File: src/rtl/mult_pkg.sv
// Shared definitions for the shared-multiplier arbiter: state encoding and datapath widths.
package mult_pkg;

  localparam int OP_W   = 4;
  localparam int PROD_W = 8;
  localparam int CNT_W  = 4;

  typedef enum logic [1:0] {
    IDLE   = 2'd0,
    LOAD   = 2'd1,
    SETTLE = 2'd2,
    DONE   = 2'd3
  } state_t;

endpackage

File: src/rtl/array_multiplier_4bit.sv
// Combinational 4x4 unsigned array multiplier built from shifted partial products.
module array_multiplier_4bit
  import mult_pkg::*;
(
  input  logic [OP_W-1:0]   a,
  input  logic [OP_W-1:0]   b,
  output logic [PROD_W-1:0] product
);

  logic [PROD_W-1:0] acc [0:OP_W];

  assign acc[0] = '0;

  // Each row adds a gated copy of a, shifted by the row index, into the running sum.
  for (genvar i = 0; i < OP_W; i++) begin : g_row
    logic [OP_W-1:0]   pp;
    logic [PROD_W-1:0] pp_ext;
    assign pp         = a & {OP_W{b[i]}};
    assign pp_ext     = {{(PROD_W-OP_W){1'b0}}, pp} << i;
    assign acc[i + 1] = acc[i] + pp_ext;
  end

  assign product = acc[OP_W];

endmodule

File: src/rtl/mult_share_arbiter.sv
// Two requesters share one array multiplier; round-robin grant, fixed settle time, held response.
module mult_share_arbiter
  import mult_pkg::*;
#(
  parameter int SETTLE_CYCLES = 2
) (
  input  logic              clk,
  input  logic              rst,
  input  logic [1:0]        req_valid,
  output logic [1:0]        req_ready,
  input  logic [OP_W-1:0]   req_a0,
  input  logic [OP_W-1:0]   req_b0,
  input  logic [OP_W-1:0]   req_a1,
  input  logic [OP_W-1:0]   req_b1,
  output logic              rsp_valid,
  input  logic              rsp_ready,
  output logic              rsp_id,
  output logic [PROD_W-1:0] rsp_product,
  output logic              busy
);

  localparam logic [CNT_W-1:0] LAST_CNT = CNT_W'(SETTLE_CYCLES - 1);

  state_t            state;
  state_t            state_next;
  logic              last_grant;
  logic [OP_W-1:0]   op_a;
  logic [OP_W-1:0]   op_b;
  logic [PROD_W-1:0] mult_out;
  logic [PROD_W-1:0] product_q;
  logic              id_q;
  logic [CNT_W-1:0]  counter;
  logic              any_req;
  logic              grant_id;
  logic              settle_last;

  // Operands come only from registers, so the multiplier inputs are frozen while settling.
  array_multiplier_4bit u_mult (
    .a       (op_a),
    .b       (op_b),
    .product (mult_out)
  );

  // Round-robin pick: on contention the requester that was not served last wins.
  always_comb begin
    any_req  = |req_valid;
    grant_id = 1'b0;
    if (req_valid == 2'b11) begin
      grant_id = ~last_grant;
    end else begin
      grant_id = req_valid[1];
    end
  end

  assign settle_last = (counter == LAST_CNT);

  // State register.
  always_ff @(posedge clk) begin
    if (rst) begin
      state <= IDLE;
    end else begin
      state <= state_next;
    end
  end

  // Next-state logic and handshake strobes; outputs are forced quiet while reset is asserted.
  always_comb begin
    state_next = state;
    req_ready  = 2'b00;
    unique case (state)
      IDLE: begin
        if (any_req) begin
          req_ready  = grant_id ? 2'b10 : 2'b01;
          state_next = LOAD;
        end
      end
      LOAD: begin
        state_next = SETTLE;
      end
      SETTLE: begin
        if (settle_last) begin
          state_next = DONE;
        end
      end
      DONE: begin
        if (rsp_ready) begin
          state_next = IDLE;
        end
      end
      default: begin
        state_next = IDLE;
      end
    endcase
    if (rst) begin
      req_ready = 2'b00;
    end
  end

  // Datapath registers: capture operands at grant, count settle cycles, sample the product.
  always_ff @(posedge clk) begin
    if (rst) begin
      last_grant <= 1'b1;
      op_a       <= '0;
      op_b       <= '0;
      product_q  <= '0;
      id_q       <= 1'b0;
      counter    <= '0;
    end else begin
      unique case (state)
        IDLE: begin
          if (any_req) begin
            op_a       <= grant_id ? req_a1 : req_a0;
            op_b       <= grant_id ? req_b1 : req_b0;
            id_q       <= grant_id;
            last_grant <= grant_id;
          end
        end
        LOAD: begin
          counter <= '0;
        end
        SETTLE: begin
          if (settle_last) begin
            product_q <= mult_out;
          end else begin
            counter <= counter + 1'b1;
          end
        end
        default: begin
        end
      endcase
    end
  end

  assign rsp_valid   = (state == DONE) && !rst;
  assign busy        = (state != IDLE) && !rst;
  assign rsp_id      = id_q;
  assign rsp_product = product_q;

endmodule
File: config.mk
export PLATFORM = sky130hd
export DESIGN_NAME = mult_share_arbiter
export DESIGN_NICKNAME = d
export VERILOG_FILES = /design/src/rtl/mult_pkg.sv /design/src/rtl/array_multiplier_4bit.sv /design/src/rtl/mult_share_arbiter.sv
export SDC_FILE = /design/constraint.sdc
export NUM_CORES = 1
export LEC_CHECK = 0
export ABC_CLOCK_PERIOD_IN_PS = 3300
export CAP_MARGIN = 20
export CELL_PAD_IN_SITES_DETAIL_PLACEMENT = 2
export CELL_PAD_IN_SITES_GLOBAL_PLACEMENT = 2
export CORE_MARGIN = 5
export CORE_UTILIZATION = 30
export CTS_CLUSTER_SIZE = 30
export DETAILED_ROUTE_END_ITERATION = 10
export MAX_ROUTING_LAYER = met4
export PLACE_DENSITY = 0.8
export SYNTH_ARGS = -nofsm -noshare
export SYNTH_HDL_FRONTEND = slang
export SYNTH_SLANG_ARGS = --single-unit
File: constraint.sdc
create_clock -name clk -period 3.3 [get_ports clk]
set_clock_uncertainty 0.1 [all_clocks]
set_input_delay 0.33 -clock clk [delete_from_list [all_inputs] [get_ports clk]]
set_output_delay 0.33 -clock clk [all_outputs]
set_load 0.01 [all_outputs]
# Word level (Yosys, flattened, before mapping)
# Cells that the tools add are included.
# totals
reg_bits,24
inputBits,21
out_inout_bits,13
# op_classes
reduce_logical,11
add_sub_neg,4
n_mux,13
bitwise_logic,5
n_eq_ne,9
# op_table
cell,count
$and 4x4->4,4
$mux 2,7
$mux 4,3
$add 7x7->8,1
$ne 2x2->1 const B,4
$pmux 2 s4,1
$pmux 4 s2,1
$add 6x6->7,1
$add 4x5->6,1
$eq 2x2->1 const B,3
$reduce_and 2->1,3
$add 4x1->4 const B,1
$eq 4x1->1 const B,1
$reduce_bool 2->1,2
$reduce_and 3->1,1
$eq 2x1->1 const B,1
$logic_and 1x1->1,2
$logic_not 2->1,1
$reduce_or 2->1,1
$logic_not 1->1,1
$mux 1,1
$not 1->1,1

# Longest topological paths before layout
# logic_depth
depth_word,6
ltp_mapped,9
mapped_depth_nobuf,9

# Modules after synthesis
# Synthesis repeated with hierarchy kept, for this count alone.
# hier_totals
cells_unflattened,165
area_unflattened_um2,1541.5
# modules_own_cells
mod,cells_per_inst,instances,area_per_inst_um2
mult_share_arbiter,119,1,1138.6
array_multiplier_4bit,46,1,402.9

# Worst setup path after synthesis
# OpenSTA, ideal clock, no wires.
# synth_path
path_type,register to register
from,register op_b[3]
to,"register product_q[5], in the netlist rsp_product[5]"
slack_ns,0.716
arrival_time_ns,2.399
setup_time_ns,0.086
stages_incl_launch_ff,8
required_ns,3.114
n_path_buf,0
cell_sequence,dfxtp_1 > and2_1 > fa_1 > fa_1 > ha_1 > fa_1 > xnor2_1 > a211oi_1
# synth_between
elab_chain_cells,2
# synth_rtl
element,line,text
"start, declared",mult_share_arbiter.sv:28,logic [OP_W-1:0] op_b;
"start signal, assigned",mult_share_arbiter.sv:113,op_b <= grant_id ? req_b1 : req_b0;
$and 4x4->4,array_multiplier_4bit.sv:18,assign pp = a & {OP_W{b[i]}};
$add 7x7->8,array_multiplier_4bit.sv:20,assign acc[i + 1] = acc[i] + pp_ext;
"end signal, assigned",mult_share_arbiter.sv:123,product_q <= mult_out;
"end, declared",mult_share_arbiter.sv:30,logic [PROD_W-1:0] product_q;
# Every way passes these cells.
# A chain may end at the register's enable or synchronous reset.

# Worst setup path in the final report
# layout_path
from,register op_a[2]
to,"register product_q[7], in the netlist rsp_product[7]"
# layout_between
elab_chain_cells,4
elab_cells_between_ends,7
classes_between,add/sub: 3; bitwise: 4
# layout_rtl
element,line,text
"start, declared",mult_share_arbiter.sv:27,logic [OP_W-1:0] op_a;
"start signal, assigned",mult_share_arbiter.sv:112,op_a <= grant_id ? req_a1 : req_a0;
$and 4x4->4,array_multiplier_4bit.sv:18,
$add 4x5->6,array_multiplier_4bit.sv:20,
$add 6x6->7,array_multiplier_4bit.sv:20,
$add 7x7->8 (*),array_multiplier_4bit.sv:20,
# Mark *: on every way between the ends. The rest lies on a longest branch, timed or not.

==> metrics.md <==
| Metric | Value |
|---|---|
| Antenna viol nets, final | `0` |
| # rows | `26` |
| Tmin final | `roughly 2.9 ns` |
| First-pass GRT wire length | `7650 um` |
| Hold Crit Depth | `2` |
| WL final | `around 4500 um` |
| Placed cell area | `a little under 2000 um^2` |
| Fmax | `about 350 MHz` |
| Most frequent cells in the layout | `clkdlybuf4s50_1 (33), dfxtp_1 (24), nand2_1 (17)` |
| # port buffers | `33` |
| Seq/Total Area, Yosys | `0.310` |
| CTS tree | `yes` |
| Slew at the pin with the worst max-slew slack | `0.489 ns` |
| Worst min path class | `flop to flop` |
| Hold-fix buffers, CTS | `0` |
| Hold Violations, Final | `0` |
| Flop pwr share | `0.408` |
| Layout filler cell count | `just under 600` |
| Count of final max-slew check failures | `0` |
| Post-Syn Nets | `about 220` |
| Commonest non-fill, non-tap cell in the layout | `clkdlybuf4s50_1` |
| Max Cap Viol | `0` |
| Rel. slew slack | `0.674` |
| DP Wirelength | `~3500 um` |
| Gpl congestion | `between 0.8 and 0.9` |
| DRT iter0 DRCs | `28` |
| Worst-path clk slew | `0.10 ns` |
| Warnings, synthesis | `0` |
| Die area | `~6700 um^2` |
| Peak VDD IR | `0.163 mV` |
| DRC Markers | `0` |
| Layout net count | `248` |
| Critical Path End Type | `flop` |
| Origin of the critical flop-to-flop path | `op_a[2]$_SDFFE_PP0P_` |
| Vias | `~1,400` |
| Initial antenna violation count | `0` |
| Worst Reg-to-Reg Cells | `9` |
| Core region area | `around 5000 um^2` |
| # Post-CTS Setup Buffers | `0` |
| P&R area growth vs syn | `28.3%` |
| Hold Startpoint | `rsp_product[2]$_SDFFE_PP0P_` |
| Crit path required time | `between 3 and 4 ns` |
| Die Span Y | `about 82 um` |
| GRT overflow | `0` |
| Antenna cells | `0` |
| Clk pwr share | `0.211` |
| Vias in the first global route | `~1,600` |
| Worst Setup SP | `op_a[2]$_SDFFE_PP0P_` |
| Vias per inst | `slightly above 5` |
| Root Buffer | `clkbuf_8` |
| Worst skew pair latency | `roughly 0.27 ns` |
| Internal | `0.627 mW` |
| Setup TNS | `0 ns` |
| Detailed Routing Iterations Pass 1 | `4` |
| Design area | `between 1500 and 2000 um^2` |
| Setup violations, final | `0` |
| RSZ-0062 raised after global routing | `no` |
| Leakage | `between 0.7 and 0.8 nW` |
| Post-CTS sizing | `0` |
| Power per cell area | `503 nW/um^2` |
| Outcome | `complete, no violations` |
| CP arrival | `around 3 ns` |
| Post-synthesis cell area | `about 1600 um^2` |
| Mean routed wirelength per cell | `between 15 and 20 um` |
| Crit Path Class | `flop to flop` |
| Pin count of the biggest net entering global routing | `32` |
| H-tree depth | `1` |
| Yosys cell types | `35` |
| Logic gate share of total power | `0.382` |
| Syn_area_per_cell | `around 9 um^2` |
| Initial core utilization | `0.306` |
| Total I/O pin count | `34` |
| Fin crit share | `0.871` |
| NetSw | `between 0.3 and 0.4 mW` |
| Setup WS post-layout | `between 0.4 and 0.5 ns` |
| GRT Total Usage | `0.152` |
| Synthesis-stage register bit count | `24` |
| Clock Tree Buf Depth | `2` |
| Net Sw Frac | `0.373` |
| Die width | `around 82 um` |
| Synthesized instance count | `175` |
| CTS Buf Count | `3` |
| CP Launch Type | `flop` |
| Crit Path Max Fanout | `4` |
| Post-Place Worst Slack | `around 0.44 ns` |
| Sink Count | `24` |
| Layout cells sized above 1 | `0.0390` |
power groups by stage:
| stage | clock network, mW | logic [mW] | registers [mW] |
|---|---|---|---|
| 6_report | 0.211 | 0.382 | 0.408 |
| 3_3_place_gp | 0 | 0.363 | 0.403 |
| 2_1_floorplan | 0 | 0.268 | 0.393 |
| 4_1_cts | 0.218 | 0.389 | 0.410 |
| 3_5_place_dp | 0 | 0.385 | 0.415 |
| 5_1_grt | 0.227 | 0.435 | 0.419 |
metal layers:
| metal | track usage | vias to the layer above | wire [um] |
|---|---|---|---|
| met2 | 0.269 | 23 | 2310 |
| met1 | 0.176 | 692 | 2000 |
| met3 | 0.0219 | 9 | 95 |
| met5 | - | - | 0 |
| met4 | 0.0449 | 0 | 76 |
| li1 | - | 675 | - |
flip-flops by register name (all words and copies together) (netlist names):
name	cells
rsp_id	1
counter	4
rsp_product	8
op_b	4
state	2
op_a	4
last_grant	1
synth_stat cells:
master     count  share of area
nand3b_1       4          0.019
o32ai_1        3          0.017
ha_1          16           0.13
inv_1         11          0.027
nor3_1         1         0.0032
o21ai_0        4          0.013
nand3_1        6          0.019
buf_4          1         0.0048
and4bb_2       1         0.0081
clkbuf_1       4         0.0097
nand2_1       17          0.041
dfxtp_1       24           0.31
a221o_1        1         0.0065
o21a_1         2         0.0097
nor2b_1        6          0.024
nand2b_1       5          0.020
mux2i_1        6          0.039
buf_6          1         0.0073
a2111o_1       2          0.015
buf_2          3         0.0097
and2_1         8          0.032
fa_1           5          0.065
a21oi_1       12          0.039
a21boi_0       1         0.0048
a211oi_1       6          0.029
a22oi_1        1         0.0048
nand4bb_1      1         0.0073
a32oi_1        3          0.017
nand4b_1       1         0.0056
nand4_1        2         0.0081
nor2_1        13          0.031
or3b_4         1         0.0073
xnor2_1        1         0.0056
a41oi_1        1         0.0056
a222oi_1       1         0.0065
cells by family after synthesis:
family | count (synthesis) | synth area share
multiplexers | 6 | 0.0387
XOR/XNOR | 1 | 0.00565
AO/OA/AOI/OAI | 37 | 0.167
flip-flops | 24 | 0.310
AND/OR/NAND/NOR | 66 | 0.227
adder cells (fa/ha/maj) | 21 | 0.194
buffers and inverters | 20 | 0.0581
final timing paths:
kind                                               endpoint  slack [ns]
worst min-delay path            rsp_product[2]$_SDFFE_PP0P_        0.37
worst max-delay path            rsp_product[7]$_SDFFE_PP0P_        0.42
worst max register to register  rsp_product[7]$_SDFFE_PP0P_        0.42
worst min register to register  rsp_product[2]$_SDFFE_PP0P_        0.37
worst max-delay path, cell delays in order, from the launching register on:
cell and delay [ns]:
dfxtp_1 0.40, inv_1 0.08, nor2_1 0.17, fa_1 0.48, fa_1 0.50, ha_1 0.25, fa_1 0.42, nand3_1 0.13
a2111o_1 0.15, nand3_1 0.08
final cells by class:
| type | instances | area, um^2 | share of cell area |
|---|---|---|---|
| multi-input cells | 131 | 981 | 0.493 |
| repair buffers | 35 | 345 | 0.173 |
| flip-flops and latches | 24 | 480 | 0.241 |
| well taps | 70 | 87.6 | 0.0440 |
| inverters | 11 | 41.3 | 0.0207 |
| clock buffers | 4 | 55.1 | 0.0277 |
per-stage QoR:
stage | hold slack [ns] | std cells | power (mW) | util
3_3_place_gp | 0.355 | 271 | 0.767 | 0.381
2_1_floorplan | 0.368 | 175 | 0.661 | -
6_report | 0.369 | 275 | 1.00 | 0.392
4_1_cts | 0.378 | 275 | 1.02 | 0.392
5_1_grt | 0.395 | 275 | 1.08 | 0.392
3_5_place_dp | 0.363 | 271 | 0.801 | 0.381
Note: power is estimated with default switching activity, not from simulation.
